===== config.mk =====
export PLATFORM = sky130hd
export DESIGN_NAME = crtc_text_pixel_gen_flat
export DESIGN_NICKNAME = d
export VERILOG_FILES = /design/src/rtl/crtc_text_pixel_gen_if.sv /design/src/rtl/crtc_text_pixel_gen.sv /design/src/flat_wrapper.sv
export SDC_FILE = /design/constraint.sdc
export NUM_CORES = 1
export LEC_CHECK = 0
export ABC_CLOCK_PERIOD_IN_PS = 3200
export BUFFER_PORTS_ARGS = -buffer_cell sky130_fd_sc_hd__clkbuf_2
export CORE_MARGIN = 10
export CORE_UTILIZATION = 30
export DETAILED_ROUTE_END_ITERATION = 16
export SLEW_MARGIN = 10
export SYNTH_ARGS = -nofsm -noshare
export SYNTH_HDL_FRONTEND = slang
export SYNTH_SLANG_ARGS = --single-unit

===== constraint.sdc =====
create_clock -name clk -period 3.2 [get_ports clk]
set_input_delay 0.32 -clock clk [delete_from_list [all_inputs] [get_ports clk]]
set_output_delay 0.32 -clock clk [all_outputs]
set_load 0.01 [all_outputs]

===== src/rtl/crtc_text_pixel_gen_if.sv =====
// VRAM read port between the text pixel generator (master) and the VRAM arbiter (slave).
// Latency: none, signal bundle only.
// Backpressure: the master holds vram_req and vram_addr until the slave returns vram_ack.
//
// Signals:
//   vram_req   master -> slave  read request, held until acknowledged
//   vram_addr  master -> slave  byte address, stable while vram_req=1
//   vram_ack   slave -> master  vram_data valid this cycle; ends the current request
//   vram_data  slave -> master  read data byte
interface crtc_text_pixel_gen_if #(
    parameter int VRAM_AW = 15
) ();
    logic               vram_req;
    logic [VRAM_AW-1:0] vram_addr;
    logic               vram_ack;
    logic [7:0]         vram_data;

    modport master (output vram_req, output vram_addr, input vram_ack, input vram_data);
    modport slave  (input vram_req, input vram_addr, output vram_ack, output vram_data);
endinterface


===== src/rtl/crtc_text_pixel_gen.sv =====
// CGA-style text pixel generator: fetches char/attr/font for each cell and serialises 8 IRGB pixels.
// Latency: a cell latched at char_ce N is displayed from char_ce N+1; sync and blank are delayed to match.
// Backpressure: a fetch that misses its cell slot is dropped, the cell is shown black and underrun pulses.
//
// Ports: clk/reset_n (synchronous, active low); pix_ce/char_ce dot and cell strobes;
// mem_addr/row_addr/display_enable/cursor/hsync_in/vsync_in from the CRTC; blink_mode;
// vram (master side of crtc_text_pixel_gen_if); font_addr/font_data to a 1-clk font ROM;
// video (IRGB), hsync_o, vsync_o, blank_o, underrun.
// Optional macro FONT_8X16_EN: 12-bit font_addr {char, row_addr[3:0]} instead of 11-bit {char, row_addr[2:0]}.
module crtc_text_pixel_gen #(
    parameter int VRAM_AW   = 15,
    parameter int BLINK_BIT = 4
) (
    input  logic                  clk,
    input  logic                  reset_n,
    input  logic                  pix_ce,
    input  logic                  char_ce,
    input  logic [13:0]           mem_addr,
    input  logic [4:0]            row_addr,
    input  logic                  display_enable,
    input  logic                  cursor,
    input  logic                  hsync_in,
    input  logic                  vsync_in,
    input  logic                  blink_mode,
    crtc_text_pixel_gen_if.master vram,
`ifdef FONT_8X16_EN
    output logic [11:0]           font_addr,
`else
    output logic [10:0]           font_addr,
`endif
    input  logic [7:0]            font_data,
    output logic [3:0]            video,
    output logic                  hsync_o,
    output logic                  vsync_o,
    output logic                  blank_o,
    output logic                  underrun
);
`ifdef FONT_8X16_EN
    localparam int ROW_W = 4;
`else
    localparam int ROW_W = 3;
`endif

    typedef enum logic [2:0] {S_IDLE, S_CHAR, S_ATTR, S_FONT, S_DONE} state_t;

    state_t             state, state_nxt;
    logic               cce, ack_ok, fetch_ok, miss;
    logic               req_r, req_gap;
    logic [VRAM_AW-1:0] vram_addr_r;

    // stage A: context of the cell being fetched
    logic [13:0]        a_addr;
    logic [ROW_W-1:0]   a_row;
    logic               a_de, a_cur, a_hs, a_vs;
    logic [7:0]         attr_r, pend_pat, pend_attr;

    // stage B: cell being displayed (blank lives in blank_o)
    logic [7:0]         b_attr, sr;
    logic               b_cur;
    logic [7:0]         load_pat, load_attr;
    logic               load_cur;

    logic [4:0]         frame_cnt;
    logic               vs_d;
    logic               unused_row;

    assign cce      = char_ce & pix_ce;
    assign ack_ok   = vram.vram_ack & req_r;
    assign fetch_ok = (state == S_DONE);
    // IDLE only exists straight after reset: nothing was in flight, so it is not a miss
    assign miss     = cce & ~fetch_ok & (state != S_IDLE);

    assign load_pat  = fetch_ok ? pend_pat  : 8'h00;
    assign load_attr = fetch_ok ? pend_attr : 8'h00;
    assign load_cur  = fetch_ok & a_cur;

    assign vram.vram_req  = req_r;
    assign vram.vram_addr = vram_addr_r;
    assign unused_row     = &{1'b0, row_addr};

    function automatic logic [3:0] pix_colour(input logic px, input logic [7:0] attr, input logic cur,
                                              input logic blank, input logic bm, input logic phase);
        logic [3:0] fg, bg, c;
        fg = attr[3:0];
        bg = bm ? {1'b0, attr[6:4]} : attr[7:4];
        c  = px ? fg : bg;
        if (bm & attr[7] & ~phase) c = bg;
        if (cur)                   c = fg;
        if (blank)                 c = 4'h0;
        return c;
    endfunction

    always_ff @(posedge clk) begin
        if (!reset_n) state <= S_IDLE;
        else          state <= state_nxt;
    end

    always_comb begin
        state_nxt = state;
        if (cce) begin
            // a late ack on the char_ce edge is dropped; the new cell always wins
            state_nxt = display_enable ? S_CHAR : S_DONE;
        end else begin
            case (state)
                S_CHAR:  if (ack_ok) state_nxt = S_ATTR;
                S_ATTR:  if (ack_ok) state_nxt = S_FONT;
                S_FONT:  state_nxt = S_DONE;
                default: state_nxt = state;
            endcase
        end
    end

    // fetch datapath and stage A/B context
    always_ff @(posedge clk) begin
        if (!reset_n) begin
            req_r <= 1'b0; req_gap <= 1'b0; vram_addr_r <= '0; font_addr <= '0;
            a_addr <= '0; a_row <= '0; a_de <= 1'b0; a_cur <= 1'b0; a_hs <= 1'b0; a_vs <= 1'b0;
            attr_r <= '0; pend_pat <= '0; pend_attr <= '0;
            b_attr <= '0; b_cur <= 1'b0;
            hsync_o <= 1'b0; vsync_o <= 1'b0; blank_o <= 1'b1; underrun <= 1'b0;
        end else begin
            underrun <= 1'b0;
            if (req_gap) begin
                req_r   <= 1'b1;
                req_gap <= 1'b0;
            end
            if (cce) begin
                hsync_o  <= a_hs;
                vsync_o  <= a_vs;
                blank_o  <= ~a_de;
                b_attr   <= load_attr;
                b_cur    <= load_cur;
                underrun <= miss;
                a_addr   <= mem_addr;
                a_row    <= row_addr[ROW_W-1:0];
                a_de     <= display_enable;
                a_cur    <= cursor;
                a_hs     <= hsync_in;
                a_vs     <= vsync_in;
                vram_addr_r <= VRAM_AW'({mem_addr, 1'b0});
                if (display_enable) begin
                    // after a miss the request drops for one clk so the arbiter sees a fresh request
                    req_r   <= ~miss;
                    req_gap <= miss;
                end else begin
                    req_r     <= 1'b0;
                    req_gap   <= 1'b0;
                    pend_pat  <= 8'h00;
                    pend_attr <= 8'h00;
                end
            end else begin
                case (state)
                    S_CHAR: if (ack_ok) begin
                        // font address presented now so the 1-clk ROM is ready when FONT samples it
                        font_addr   <= {vram.vram_data, a_row};
                        vram_addr_r <= VRAM_AW'({a_addr, 1'b1});
                    end
                    S_ATTR: if (ack_ok) begin
                        attr_r <= vram.vram_data;
                        req_r  <= 1'b0;
                    end
                    S_FONT: begin
                        pend_pat  <= font_data;
                        pend_attr <= attr_r;
                    end
                    default: ;
                endcase
            end
        end
    end

    // pixel serialiser
    always_ff @(posedge clk) begin
        if (!reset_n) begin
            sr    <= '0;
            video <= 4'h0;
        end else if (cce) begin
            sr    <= load_pat;
            video <= pix_colour(load_pat[7], load_attr, load_cur, ~a_de, blink_mode, frame_cnt[BLINK_BIT]);
        end else if (pix_ce) begin
            sr    <= {sr[6:0], 1'b0};
            video <= pix_colour(sr[6], b_attr, b_cur, blank_o, blink_mode, frame_cnt[BLINK_BIT]);
        end
    end

    always_ff @(posedge clk) begin
        if (!reset_n) begin
            frame_cnt <= '0;
            vs_d      <= 1'b0;
        end else begin
            vs_d <= vsync_in;
            if (vsync_in & ~vs_d) frame_cnt <= frame_cnt + 5'd1;
        end
    end
endmodule


===== src/flat_wrapper.sv =====
// flat-port wrapper written by rule: the top's interface ports become plain ports
module crtc_text_pixel_gen_flat 
#(
    parameter int VRAM_AW   = 15,
    parameter int BLINK_BIT = 4
)
  (clk, reset_n, pix_ce, char_ce, mem_addr, row_addr, display_enable, cursor, hsync_in, vsync_in, blink_mode, font_addr, font_data, video, hsync_o, vsync_o, blank_o, underrun, vram_vram_req, vram_vram_addr, vram_vram_ack, vram_vram_data);
  crtc_text_pixel_gen_if #(.VRAM_AW(VRAM_AW)) vram_i ();
  input  logic clk;
  input  logic reset_n;
  input  logic pix_ce;
  input  logic char_ce;
  input  logic [13:0] mem_addr;
  input  logic [4:0] row_addr;
  input  logic display_enable;
  input  logic cursor;
  input  logic hsync_in;
  input  logic vsync_in;
  input  logic blink_mode;
  output logic [10:0] font_addr;
  input  logic [7:0] font_data;
  output logic [3:0] video;
  output logic hsync_o;
  output logic vsync_o;
  output logic blank_o;
  output logic underrun;
  output wire logic [$bits(vram_i.vram_req)-1:0] vram_vram_req;
  output wire logic [$bits(vram_i.vram_addr)-1:0] vram_vram_addr;
  input wire logic [$bits(vram_i.vram_ack)-1:0] vram_vram_ack;
  input wire logic [$bits(vram_i.vram_data)-1:0] vram_vram_data;
  assign vram_vram_req = vram_i.vram_req;
  assign vram_vram_addr = vram_i.vram_addr;
  assign vram_i.vram_ack = vram_vram_ack;
  assign vram_i.vram_data = vram_vram_data;
  crtc_text_pixel_gen #(.VRAM_AW(VRAM_AW), .BLINK_BIT(BLINK_BIT)) u_core (.clk(clk), .reset_n(reset_n), .pix_ce(pix_ce), .char_ce(char_ce), .mem_addr(mem_addr), .row_addr(row_addr), .display_enable(display_enable), .cursor(cursor), .hsync_in(hsync_in), .vsync_in(vsync_in), .blink_mode(blink_mode), .vram(vram_i), .font_addr(font_addr), .font_data(font_data), .video(video), .hsync_o(hsync_o), .vsync_o(vsync_o), .blank_o(blank_o), .underrun(underrun));
endmodule

# Word-level counts from Yosys, hierarchy flattened
# Index checks and enable logic that the tools add are counted.
word_totals:
  regBits: 106
  in_bits: 45
  out_inout_bits: 35
  word_cells: 99
classes:
  add_sub_neg: 1
  n_eq_ne: 7
  mux: 34
  n_bitwise: 17
  reduce_logical: 15
ops:
  columns: ["operator", "n"]
  rows:
  - ["2-to-1 mux 8 bit", 7]
  - ["2-to-1 mux 4 bit", 12]
  - ["2-to-1 mux 15 bit", 3]
  - ["2-to-1 mux 7 bit", 2]
  - ["2-to-1 mux 3 bit", 4]
  - ["AND reduction 3 bit", 4]
  - ["AND 1 bit", 10]
  - ["one-hot mux 3 bit (3 select lines)", 1]
  - ["AND reduction 2 bit", 4]
  - ["nonzero test 2 bit", 4]
  - ["inverter 1 bit", 7]
  - ["== test 3 x 2 -> 1 bit, second input constant", 2]
  - ["inequality test 3 x 1 -> 1 bit, second input constant", 2]
  - ["adder 5 x 1 -> 5 bit, second input constant", 1]
  - ["2-to-1 mux 1 bit", 5]
  - ["nonzero test 4 bit", 1]
  - ["== test 3 x 1 -> 1 bit, second input constant", 1]
  - ["== test 3 bit, second input constant", 1]
  - ["nonzero test 3 bit", 1]
  - ["inequality test 2 bit, second input constant", 1]
  - ["OR reduction 2 bit", 1]

# Logic depth before layout (Yosys ltp)
# Gate-level depths: netlist (run 1).
logic_depth:
  word_depth: 8
  ltp_mapped: 7
  ltp_nobuf: 4

# Worst setup path after synthesis (run 1)
# No wires, ideal clock.
synth_timing:
  path_kind: "input-to-reg"
  start: "in pix_ce"
  end: "reg u_core.font_addr[10]"
  setup_time_ns: 0.128
  arrival_ns: 1.297
  required_ns: 3.072
  slack_ns: 1.775
  cell_stages: 5
  path_buffers: 1
  path_cell_list: "and2_2 nor4_2 buf_4 mux2i_1 nor2_1"
synth_between:
  elab_chain_len: 3
synth_rtl:
  columns: ["item", "line_no", "source"]
  rows:
  - ["from (decl)", "flat_wrapper.sv:11", "input logic pix_ce;"]
  - ["AND 1 bit", "crtc_text_pixel_gen.sv:67", "assign cce = char_ce & pix_ce;"]
  - ["inverter 1 bit (no source line)", null, null]
  - ["AND reduction 3 bit (no source line)", null, null]
  - ["to (signal assigned)", "crtc_text_pixel_gen.sv:155", "font_addr <= {vram.vram_data, a_row};"]
  - ["to (decl)", "crtc_text_pixel_gen.sv:29", "output logic [10:0] font_addr,"]
# Every way passes these cells.
# A chain may end at the register's enable or synchronous reset.

# Final worst setup path (run 1)
layout_timing:
  start: "reg u_core.frame_cnt[4]"
  end: "reg u_core.video[0]"
layout_between:
  elab_chain_len: 7
  elab_cells_between_ends: 11
  classes_between: "mux: 8; bitwise: 3"
layout_rtl:
  columns: ["item", "line_no", "source"]
  rows:
  - ["from (decl)", "crtc_text_pixel_gen.sv:63", "logic [4:0] frame_cnt;"]
  - ["from (signal assigned)", "crtc_text_pixel_gen.sv:192", "if (vsync_in & ~vs_d) frame_cnt <= frame_cnt + 5'd1;"]
  - ["inverter 1 bit *", "crtc_text_pixel_gen.sv:87", "if (bm & attr[7] & ~phase) c = bg;"]
  - ["AND 1 bit", "crtc_text_pixel_gen.sv:87", null]
  - ["2-to-1 mux 4 bit", "crtc_text_pixel_gen.sv:87", null]
  - ["2-to-1 mux 4 bit", "crtc_text_pixel_gen.sv:88", "if (cur) c = fg;"]
  - ["2-to-1 mux 4 bit", "crtc_text_pixel_gen.sv:89", "if (blank) c = 4'h0;"]
  - ["2-to-1 mux 4 bit", "crtc_text_pixel_gen.sv:180", "end else if (pix_ce) begin"]
  - ["2-to-1 mux 4 bit *", "crtc_text_pixel_gen.sv:177", "end else if (cce) begin"]
  - ["to (signal assigned)", "crtc_text_pixel_gen.sv:179", "video <= pix_colour(load_pat[7], load_attr, load_cur, ~a_de, blink_mode, frame_cnt[BLINK_BIT]);"]
  - ["to (signal assigned)", "crtc_text_pixel_gen.sv:182", "video <= pix_colour(sr[6], b_attr, b_cur, blank_o, blink_mode, frame_cnt[BLINK_BIT]);"]
  - ["to (decl)", "crtc_text_pixel_gen.sv:32", "output logic [3:0] video,"]
# Every way passes the cells marked *; elsewhere a longest branch is shown, timed or not. The select of a mux whose other input is x is not followed.

==> run metrics, run 1 <==
asr flop ratio synth 0; die outline area around 0.019 mm2; number of H-tree branching levels 3; final hold viol count 0; HPWL reported at the end of detailed placement 7090 um; Syn. warnings 0; leftover overflow at the end of global routing 0; Worst path max stage delay ~0.87 ns; post-cts repair resize count 0; library cells used by synthesis 52; final routed wirelength across all metal layers roughly 10000 um; final weighted congestion in routability-driven placement 0.801; Gate Count Post-Synth about 420; fin nets ~530; detailed-router iteration count before antenna repair 4; Die Wd 138 um; initial cell density of the core 0.304; biggest area consumer among synthesized cells sky130_fd_sc_hd__dfxtp_1; internal power consumption approximately 0.0021 W; maximum vdd drop between 200 and 300 uV; storage element area around 0.0021 mm2; fraction of layout instances using a drive strength above 1 0.243; largest net degree at the start of global routing 46; Worst setup SP type flop; TritonCTS clock tree done; switching power total slightly above 0.0006 W; average vias per placed instance between 4 and 5; Num CTS Buffers 9; area occupied by multi-input gates ~0.0018 mm2; number of antenna violations at the first check in global routing 0; Top FF cell, synth sky130_fd_sc_hd__dfxtp_1; fin crit period approximately 1.9 ns; buffer count from post-CTS setup fixing 0; post-route DRC violation count 0; Area growth, synth to finish 19.3%; highest net fanout along the worst path 7; f_max 530 MHz; worst hold path type in2reg; unrepaired setup endpoints after global routing false; run status completed; detailed-route via count between 3000 and 4000; setup total negative slack 0 ns; number of enable flip-flop cells after synthesis 0; relative contribution of combinational cells to total power 0.078; number of hold buffers added after CTS 0; sequential share of power 0.516; Lkg Pwr around 2 nW; number of clock sinks roughly 110; chip height approximately 140 um; dpl cell area 0.00470 mm2; insertion delay of the later-clocked pin in the worst-skew pair roughly 0.35 ns; count of buffer and inverter cells on the critical path 0; antenna diode count 0; proportion of synthesized chip area in sequential cells 0.507; final clock period utilization by the worst path 0.590; Worst EP required approximately 3.4 ns; Filler Cell Count between 1000 and 1500; netlist area before placement ~0.0042 mm2; Final Max Tran Viols 0; most frequent cell after synthesis sky130_fd_sc_hd__dfxtp_1; final-report setup violation count 0; Slew @ Worst Pin 0.996 ns; areal power density over the cells 537 mW/mm2; sw frac 0.232; final design instance area without fill about 0.0050 mm2; Core ar. approximately 0.014 mm2; kind of end point of the critical path flop; routed length per placed instance about 15 um; Max stage delay cell, worst path sky130_fd_sc_hd__nor4bb_1; Std-Cell Rows 43; Post-synth top cells 106 x sky130_fd_sc_hd__dfxtp_1, 52 x sky130_fd_sc_hd__nor2_1, 34 x sky130_fd_sc_hd__mux2i_1, 25 x sky130_fd_sc_hd__nand2_1, 21 x sky130_fd_sc_hd__nand2b_1; kind of cell adding the most delay to the critical path simple AND/OR/NAND/NOR gates; share of the synthesized area in the top cell type 0.507; number of global-route vias before repair between 3000 and 4000; Buffers on Ports just under 80; final worst clock skew just under 0.007 ns; Yosys reg bits around 110; top area cells in the synthesized netlist sky130_fd_sc_hd__dfxtp_1 51%, sky130_fd_sc_hd__mux2i_1 8.1%, sky130_fd_sc_hd__nor2_1 4.7%; Total Routing Usage GR 0.104; synthesized area per cell 9.94 um2; Clk pin slew, worst setup/hold paths approximately 0.07 ns; buffers from clock root to sink, at most 2; Max Cap Viol 0; global-route wire length before repair roughly 17000 um; Net Count, Synth between 400 and 500; number of routed nets with antenna violations 0; headroom to the max-slew limit 0.327; critical path arrival 2.11 ns; kind of critical path reg2reg; num ports 80; worst-path cell chain nor4bb_1, nor3b_1, o21ai_0, a21oi_1; clk root buf sky130_fd_sc_hd__clkbuf_16; initial drt markers a little over 200; clock share of power 0.407
[cells in the final DEF (no fill, tap or decap), types with 4 or more instances in the layout]
cell and n:
sky130_fd_sc_hd__a21oi_1 17, sky130_fd_sc_hd__a22oi_1 16, sky130_fd_sc_hd__inv_1 19, sky130_fd_sc_hd__o21ai_0 10
sky130_fd_sc_hd__clkbuf_2 77, sky130_fd_sc_hd__and3_1 5, sky130_fd_sc_hd__dfxtp_1 106, sky130_fd_sc_hd__o211ai_1 4
sky130_fd_sc_hd__a311oi_1 6, sky130_fd_sc_hd__a2bb2oi_2 10, sky130_fd_sc_hd__nand2b_1 21, sky130_fd_sc_hd__a22o_1 8
sky130_fd_sc_hd__nor2_1 52, sky130_fd_sc_hd__clkbuf_16 9, sky130_fd_sc_hd__mux2i_1 34, sky130_fd_sc_hd__nand2_1 25
sky130_fd_sc_hd__buf_4 6, sky130_fd_sc_hd__a2bb2oi_1 5, sky130_fd_sc_hd__nand4_1 6, sky130_fd_sc_hd__nand3_1 8
[path summary, 6_finish.rpt]
| path | from | endpoint | slack [ns] | cells past startpoint |
|---|---|---|---|---|
| hold / removal | row_addr[0] | u_core.a_row[0] | 0.20 | 3 |
| setup / recovery | u_core.frame_cnt[4] | u_core.video[0] | 1.31 | 4 |
| setup reg to reg | u_core.frame_cnt[4] | u_core.video[0] | 1.31 | 4 |
| hold reg to reg | u_core.a_hs | u_core.hsync_o | 0.45 | 2 |
[power by group through the flow]
stage | combinational (W) | sequential, W | clock [W]
after floorplan | 0.000130 | 0.00142 | 0
after global placement | 0.000207 | 0.00141 | 0
after detailed placement | 0.000212 | 0.00141 | 0
after CTS | 0.000213 | 0.00138 | 0.00113
after global routing | 0.000233 | 0.00139 | 0.00118
final | 0.000209 | 0.00138 | 0.00109
[flip-flops by register name, summed over array words and instances (netlist names), 3 cells and up]
| register | flops |
|---|---|
| u_core.attr_r | 8 |
| u_core.a_addr | 14 |
| u_core.pend_pat | 8 |
| u_core.font_addr | 11 |
| u_core.frame_cnt | 5 |
| u_core.vram.vram_addr | 15 |
| u_core.pend_attr | 8 |
| u_core.video | 4 |
| u_core.a_row | 3 |
| u_core.sr | 7 |
| u_core.b_attr | 8 |
| u_core.state | 3 |
[worst register-to-register path, stage by stage (launching register included)]
cell and delay (ns):
sky130_fd_sc_hd__dfxtp_1 0.37, sky130_fd_sc_hd__nor4bb_1 0.87, sky130_fd_sc_hd__nor3b_1 0.13, sky130_fd_sc_hd__o21ai_0 0.29, sky130_fd_sc_hd__a21oi_1 0.10
[cell type report]
| class | count | share of cell area |
|---|---|---|
| tap | 180 | 0.0451 |
| timing repair buffer | 83 | 0.0862 |
| clock buffer | 10 | 0.0459 |
| inverter | 20 | 0.0150 |
| sequential | 106 | 0.425 |
| multi-input combinational | 268 | 0.369 |
| clock inverter | 6 | 0.0133 |
[metal layers]
metal	vias to the layer above	GRT usage	part of all wire	routed length, um
met5	-	0	0	0
met4	0	0.0372	0.010	104
met3	7	0.0349	0.059	589
met2	79	0.167	0.49	4860
met1	1503	0.127	0.44	4380
li1	1612	-	-	-
[logic make-up after synthesis]
logic type | count (synthesis) | synth area share
AOI/OAI and AO/OA | 87 | 0.164
xor gates and xnor gates | 4 | 0.00837
adders and majority gates | 1 | 0.00299
buffers and inverters | 47 | 0.0559
DFF | 106 | 0.507
muxes | 35 | 0.0846
and+or+nand+nor | 141 | 0.176
[metrics by stage]
| step | hold slack, ns | std cells | worst slack (ns) | utilization | power [W] |
|---|---|---|---|---|---|
| floorplan | 0.432 | 421 | 1.78 | - | 0.00155 |
| detailed placement | 0.448 | 657 | 1.05 | 0.341 | 0.00163 |
| CTS | 0.183 | 673 | 1.37 | 0.362 | 0.00273 |
| global placement | 0.442 | 657 | 1.10 | 0.341 | 0.00162 |
| global route | 0.209 | 673 | 1.06 | 0.362 | 0.00280 |
| finish | 0.200 | 673 | 1.31 | 0.362 | 0.00268 |
No activity file was read; power rests on OpenSTA's default activity.
==> inputs of run 2 (changes only) <==
--- a/config.mk
+++ b/config.mk
@@ -5,7 +5,7 @@
 export SDC_FILE = /design/constraint.sdc
 export NUM_CORES = 1
 export LEC_CHECK = 0
-export ABC_CLOCK_PERIOD_IN_PS = 3200
+export ABC_CLOCK_PERIOD_IN_PS = 1900
 export BUFFER_PORTS_ARGS = -buffer_cell sky130_fd_sc_hd__clkbuf_2
 export CORE_MARGIN = 10
 export CORE_UTILIZATION = 30
==> constraint.sdc (replaced) <==
create_clock -name clk -period 1.9 [get_ports clk]
set_input_delay 0.19 -clock clk [delete_from_list [all_inputs] [get_ports clk]]
set_output_delay 0.19 -clock clk [all_outputs]
set_load 0.01 [all_outputs]
==> run 2 against run 1 <==
Against the previous run: combinational power increased by 75%; final area increased by 1.8%; via count increased by 1.1%; clock skew about the same; clock power increased by 76%; worst setup slack got worse by 1.1 ns; clock-buffer cell count decreased by 1; critical path depth unchanged; first-iteration DRC count decreased by 12%; largest cell class unchanged; largest power group unchanged.
==> run metrics, run 2 (same netlist as run 1, synthesis figures left out) <==
Worst EP required 2.12 ns (-1.30 ns); hold worst-path end u_core.a_hs; number of H-tree branching levels 3 (unchanged); f_max 604 MHz (+14%); max reg flops 15 (unchanged); setup total negative slack 0 ns (unchanged); fin nets 544 (+1.9%); Final Max Tran Viols 0 (unchanged); detailed-route via count 3237 (+1.1%); global-route wire length before repair 16400 um (-0.87%); areal power density over the cells 909 mW/mm2 (+69%); maximum vdd drop 449 uV (+58%); kind of critical path reg2reg; final-report setup violation count 0 (unchanged); Num CTS Buffers 9 (unchanged); Lkg Pwr 2.06 nW (+3.2%); buffers from clock root to sink, at most 2 (unchanged); post-cts repair resize count 0 (unchanged); fin crit period 1.65 ns (-0.233 ns); post-route DRC violation count 0 (unchanged); kind of end point of the critical path flop; Std-Cell Rows 43 (unchanged); clk root buf sky130_fd_sc_hd__clkbuf_16; Hold Crit Depth 3 (unchanged); Core ar. 0.0138 mm2 (unchanged); number of global-route vias before repair 3164 (-2.7%); HPWL reported at the end of detailed placement 7410 um (+4.6%); critical path arrival 1.87 ns (-0.24 ns); leftover overflow at the end of global routing 0 (unchanged); Worst Min Path Start hsync_in; number of antenna violations at the first check in global routing 0 (unchanged); final routed wirelength across all metal layers 10000 um (+1.1%); initial cell density of the core 0.304 (unchanged); number of routed nets with antenna violations 0 (unchanged); most frequent cells in the layout 106 x sky130_fd_sc_hd__dfxtp_1, 77 x sky130_fd_sc_hd__clkbuf_2, 52 x sky130_fd_sc_hd__nor2_1, 34 x sky130_fd_sc_hd__mux2i_1, 25 x sky130_fd_sc_hd__nand2_1; leading cell type in the layout, fill and taps excluded sky130_fd_sc_hd__dfxtp_1; highest net fanout along the worst path 14 (+7); initial drt markers 182 (-12%); Slew @ Worst Pin 0.569 ns (-0.427 ns); final weighted congestion in routability-driven placement 0.804 (+0.39%); headroom to the max-slew limit 0.621 (+0.294); routed length per placed instance 14.7 um (-0.42%); TritonCTS clock tree done; worst hold margin 0.0581 ns (-0.142 ns); number of hold buffers added after CTS 0 (unchanged); buffer count from post-CTS setup fixing 0 (unchanged); Die Wd 138 um (unchanged); average vias per placed instance 4.74 (-0.36%); worst r2r src u_core.state[0]; cells on worst reg2reg path 4 (unchanged); run status completed; chip height 138 um (unchanged); number of clock sinks 106 (unchanged); detailed-router iteration count before antenna repair 4 (unchanged); largest net degree at the start of global routing 42 (-8.7%); final clock period utilization by the worst path 0.871 (+0.281); final hold viol count 0 (unchanged); num ports 80 (unchanged); Max Cap Viol 0 (unchanged); antenna diode count 0 (unchanged); Clk pin slew, worst setup/hold paths 0.07 ns (about the same); Total Routing Usage GR 0.104 (about the same); fraction of layout instances using a drive strength above 1 0.260 (+0.0170); FF-to-FF End u_core.vram.vram_addr[3]; insertion delay of the later-clocked pin in the worst-skew pair 0.35 ns (about the same); Buffers on Ports 77 (unchanged); unrepaired setup endpoints after global routing false; Register-to-Register Setup Slack 0.25 ns (-1.07 ns); worst hold path type in2reg; Area growth, synth to finish 21.4%; Worst setup SP type flop; final worst clock skew 0.00649 ns (-0.000235 ns); die outline area 0.0191 mm2 (unchanged)
-- run 2: worst max-delay path, cell delays in order, from the launching register on --
cell and delay, ns:
sky130_fd_sc_hd__dfxtp_1 0.50, sky130_fd_sc_hd__nand2b_2 0.14, sky130_fd_sc_hd__or3_4 0.42, sky130_fd_sc_hd__nand3_2 0.34, sky130_fd_sc_hd__a2bb2oi_1 0.12
-- run 2: how the worst max path moves through the flow --
stage	depth (start not counted)	end	slack, ns	start
final	4	u_core.vram.vram_addr[3]	0.25	u_core.state[0]
after global routing	4	u_core.vram.vram_addr[3]	0.16	u_core.state[0]
after CTS	4	u_core.vram.vram_addr[2]	0.25	u_core.state[0]
after detailed placement	4	u_core.vram.vram_addr[2]	0.26	u_core.state[0]
after global placement	4	u_core.vram.vram_addr[2]	0.33	u_core.state[0]
after floorplan	5	u_core.font_addr[10]	0.49	u_core.state[0]
-- run 2: cell type report --
type                    instances  area [um2]
clock buffers                   9         225
inverters                      20        75.1
clock inverters                 7        83.8
multi-input cells             268        1840
fillers                      1458        8690
well taps                     180         225
repair buffers                 93         505
flip-flops and latches        106        2120
-- run 2: routing by layer --
metal | track usage | vias to the layer above | routed length, um
met4 | 0.0522 | 0 | 249
met1 | 0.132 | 1525 | 4680
li1 | - | 1629 | -
met5 | 0 | - | 0
met2 | 0.162 | 68 | 4660
met3 | 0.0250 | 15 | 450
-- run 2: metrics by stage --
stage / cells / utilization / setup WS (ns) / cell area, um2 / total power [W]
finish: 683 / 0.369 / 0.246 / 5080 / 0.00462
detailed placement: 667 / 0.346 / 0.264 / 4770 / 0.00275
CTS: 683 / 0.369 / 0.254 / 5080 / 0.00469
global route: 683 / 0.369 / 0.161 / 5080 / 0.00481
global placement: 667 / 0.346 / 0.335 / 4770 / 0.00274
floorplan: 421 / - / 0.494 / 4180 / 0.00261
-- run 2: report_power, final --
| group | total (W) | internal, W | switching [W] |
|---|---|---|---|
| combinational | 0.000366 | 0.000167 | 0.000199 |
| clock | 0.00192 | 0.00105 | 0.000876 |
| sequential | 0.00233 | 0.00229 | 0.0000412 |
| total | 0.00462 | 0.00350 | 0.00112 |
==> inputs of run 3 (changes only) <==
--- a/config.mk
+++ b/config.mk
@@ -10,6 +10,7 @@
 export CORE_MARGIN = 10
 export CORE_UTILIZATION = 30
 export DETAILED_ROUTE_END_ITERATION = 16
+export PLACE_DENSITY = 0.59
 export SLEW_MARGIN = 10
 export SYNTH_ARGS = -nofsm -noshare
 export SYNTH_HDL_FRONTEND = slang
==> run 3 against run 2 <==
Against the previous run: routed wire length shrank 1.4%; non-clock buffer count unchanged; global-route usage about the same; utilization increased by 0.29 points; critical path depth unchanged; clock skew up 0.0029 ns; critical path type unchanged; largest cell class unchanged; final area is 0.79% higher; power rose by 2.4%.
==> run metrics, run 3 (same netlist as run 1, synthesis figures left out) <==
Area growth, synth to finish 22.4%; fin nets 544 (unchanged); buffers from clock root to sink, at most 2 (unchanged); storage element area 0.00212 mm2 (unchanged); number of hold buffers added after CTS 0 (unchanged); Worst EP required 2.12 ns (about the same); Worst setup SP type flop; final routed wirelength across all metal layers 9900 um (-1.4%); Worst Min Path Start row_addr[0]; largest net degree at the start of global routing 58 (+38%); max reg flops 15 (unchanged); average vias per placed instance 4.72 (-0.34%); TritonCTS clock tree done; maximum vdd drop 447 uV (-0.29%); cells on worst reg2reg path 4 (unchanged); Final Max Tran Viols 0 (unchanged); Num CTS Buffers 9 (unchanged); Register-to-Register Setup Slack 0.28 ns (+0.04 ns); number of antenna violations at the first check in global routing 0 (unchanged); critical path arrival 1.84 ns (-0.03 ns); num ports 80 (unchanged); antenna diode count 0 (unchanged); unrepaired setup endpoints after global routing false; Filler Cell Count 1466 (+0.55%); Max Cap Viol 0 (unchanged); post-cts repair resize count 0 (unchanged); final clock period utilization by the worst path 0.851 (-0.0201); Buffers on Ports 77 (unchanged); worst-path cell chain nand2b_2, or3_4, nand3_2, a2bb2oi_1; area occupied by multi-input gates 0.00184 mm2 (unchanged); Lkg Pwr 2.08 nW (+0.98%); most frequent cells in the layout 106 x sky130_fd_sc_hd__dfxtp_1, 77 x sky130_fd_sc_hd__clkbuf_2, 52 x sky130_fd_sc_hd__nor2_1, 34 x sky130_fd_sc_hd__mux2i_1, 25 x sky130_fd_sc_hd__nand2_1; FF-to-FF End u_core.vram.vram_addr[2]; post-route DRC violation count 0 (unchanged); Clk pin slew, worst setup/hold paths 0.07 ns (about the same); HPWL reported at the end of detailed placement 7360 um (-0.69%); headroom to the max-slew limit 0.663 (+0.0426); run status completed; Die Wd 138 um (unchanged); M2 GR Usage 0.167 (+0.00502); Slew @ Worst Pin 0.498 ns (-0.0707 ns); final worst clock skew 0.00941 ns (+0.00292 ns); global-route wire length before repair 16400 um (unchanged); insertion delay of the later-clocked pin in the worst-skew pair 0.35 ns (about the same); Max stage delay cell, worst path sky130_fd_sc_hd__dfxtp_1; areal power density over the cells 924 mW/mm2 (+1.6%); Worst path max stage delay 0.48 ns (-0.02 ns); leftover overflow at the end of global routing 0 (unchanged); number of global-route vias before repair 3195 (+0.98%); worst hold margin 0.0564 ns (-0.00163 ns); hold worst-path end u_core.a_row[0]; initial cell density of the core 0.304 (unchanged); initial drt markers 146 (-20%); die outline area 0.0191 mm2 (unchanged); chip height 138 um (unchanged); met3 Use GR 0.0360 (+0.0110); final-report setup violation count 0 (unchanged); highest net fanout along the worst path 14 (unchanged); worst r2r src u_core.state[0]; fin crit period 1.62 ns (-0.0381 ns); met1 Track Usage GR 0.125 (-0.00679); overall power after layout 0.00473 W (+2.4%); most used routing layer met2; routed length per placed instance 14.5 um (-1.4%); number of clock sinks 106 (unchanged); number of H-tree branching levels 3 (unchanged); Std-Cell Rows 43 (unchanged); detailed-router iteration count before antenna repair 4 (unchanged); leading cell type in the layout, fill and taps excluded sky130_fd_sc_hd__dfxtp_1; detailed-route via count 3226 (-0.34%); setup total negative slack 0 ns (unchanged); final hold viol count 0 (unchanged); buffer count from post-CTS setup fixing 0 (unchanged); kind of critical path reg2reg; number of routed nets with antenna violations 0 (unchanged); clk root buf sky130_fd_sc_hd__clkbuf_16; worst hold path type in2reg; Total Routing Usage GR 0.104 (-0.000470); f_max 619 MHz (+2.4%); fraction of layout instances using a drive strength above 1 0.260 (unchanged); Core ar. 0.0138 mm2 (unchanged); kind of end point of the critical path flop; Hold Crit Depth 3 (unchanged); final weighted congestion in routability-driven placement 0.787 (-2.1%)
run 3: cell count changes in the layout (fill, tap and decap cells not counted), sizes merged:
cell | previous run | this run
bufinv | 1 | 2
clkinv | 1 | 3
inv | 24 | 22
clkinvlp | 1 | 0
run 3: per-layer routing:
| metal | vias to the layer above | routed length [um] |
|---|---|---|
| met1 | 1507 | 4500 |
| li1 | 1641 | - |
| met5 | - | 0 |
| met2 | 67 | 4680 |
| met4 | 0 | 183 |
| met3 | 11 | 536 |
run 3: worst max path at each step:
stage | from | to | slack (ns) | depth (start not counted)
final | u_core.state[0] | u_core.vram.vram_addr[2] | 0.28 | 4
after global routing | u_core.state[0] | u_core.vram.vram_addr[4] | 0.17 | 4
after CTS | u_core.state[0] | u_core.vram.vram_addr[2] | 0.26 | 4
after detailed placement | u_core.state[0] | u_core.vram.vram_addr[2] | 0.28 | 4
after global placement | u_core.state[0] | u_core.vram.vram_addr[1] | 0.33 | 4
after floorplan | u_core.state[0] | u_core.font_addr[10] | 0.49 | 5
run 3: layout make-up:
cell class	count	area share
Timing Repair Buffer	93	0.101
Clock inverter	7	0.0217
Multi-Input combinational cell	268	0.360
Clock buffer	9	0.0440
Sequential cell	106	0.414
Tap cell	180	0.0440
Inverter	20	0.0147
run 3: worst max-delay path, delay by kind of cell, from the launching register on:
family / cells / cell delay (ns)
DFF: 1 / 0.48
AOI/OAI and AO/OA: 1 / 0.13
and+or+nand+nor: 3 / 0.88
run 3: metrics by stage:
step / utilization / instance area (um2) / cells / setup WS [ns]
final: 0.372 / 5120 / 683 / 0.284
after global routing: 0.372 / 5120 / 683 / 0.165
after CTS: 0.372 / 5120 / 683 / 0.261
after detailed placement: 0.347 / 4780 / 667 / 0.281
after global placement: 0.347 / 4780 / 667 / 0.330
after floorplan: - / 4180 / 421 / 0.494
run 3: power by group:
| part | switching, W | total, W | internal, W |
|---|---|---|---|
| logic | 0.000198 | 0.000367 | 0.000169 |
| clock network | 0.000855 | 0.00203 | 0.00118 |
| registers | 0.0000407 | 0.00233 | 0.00229 |
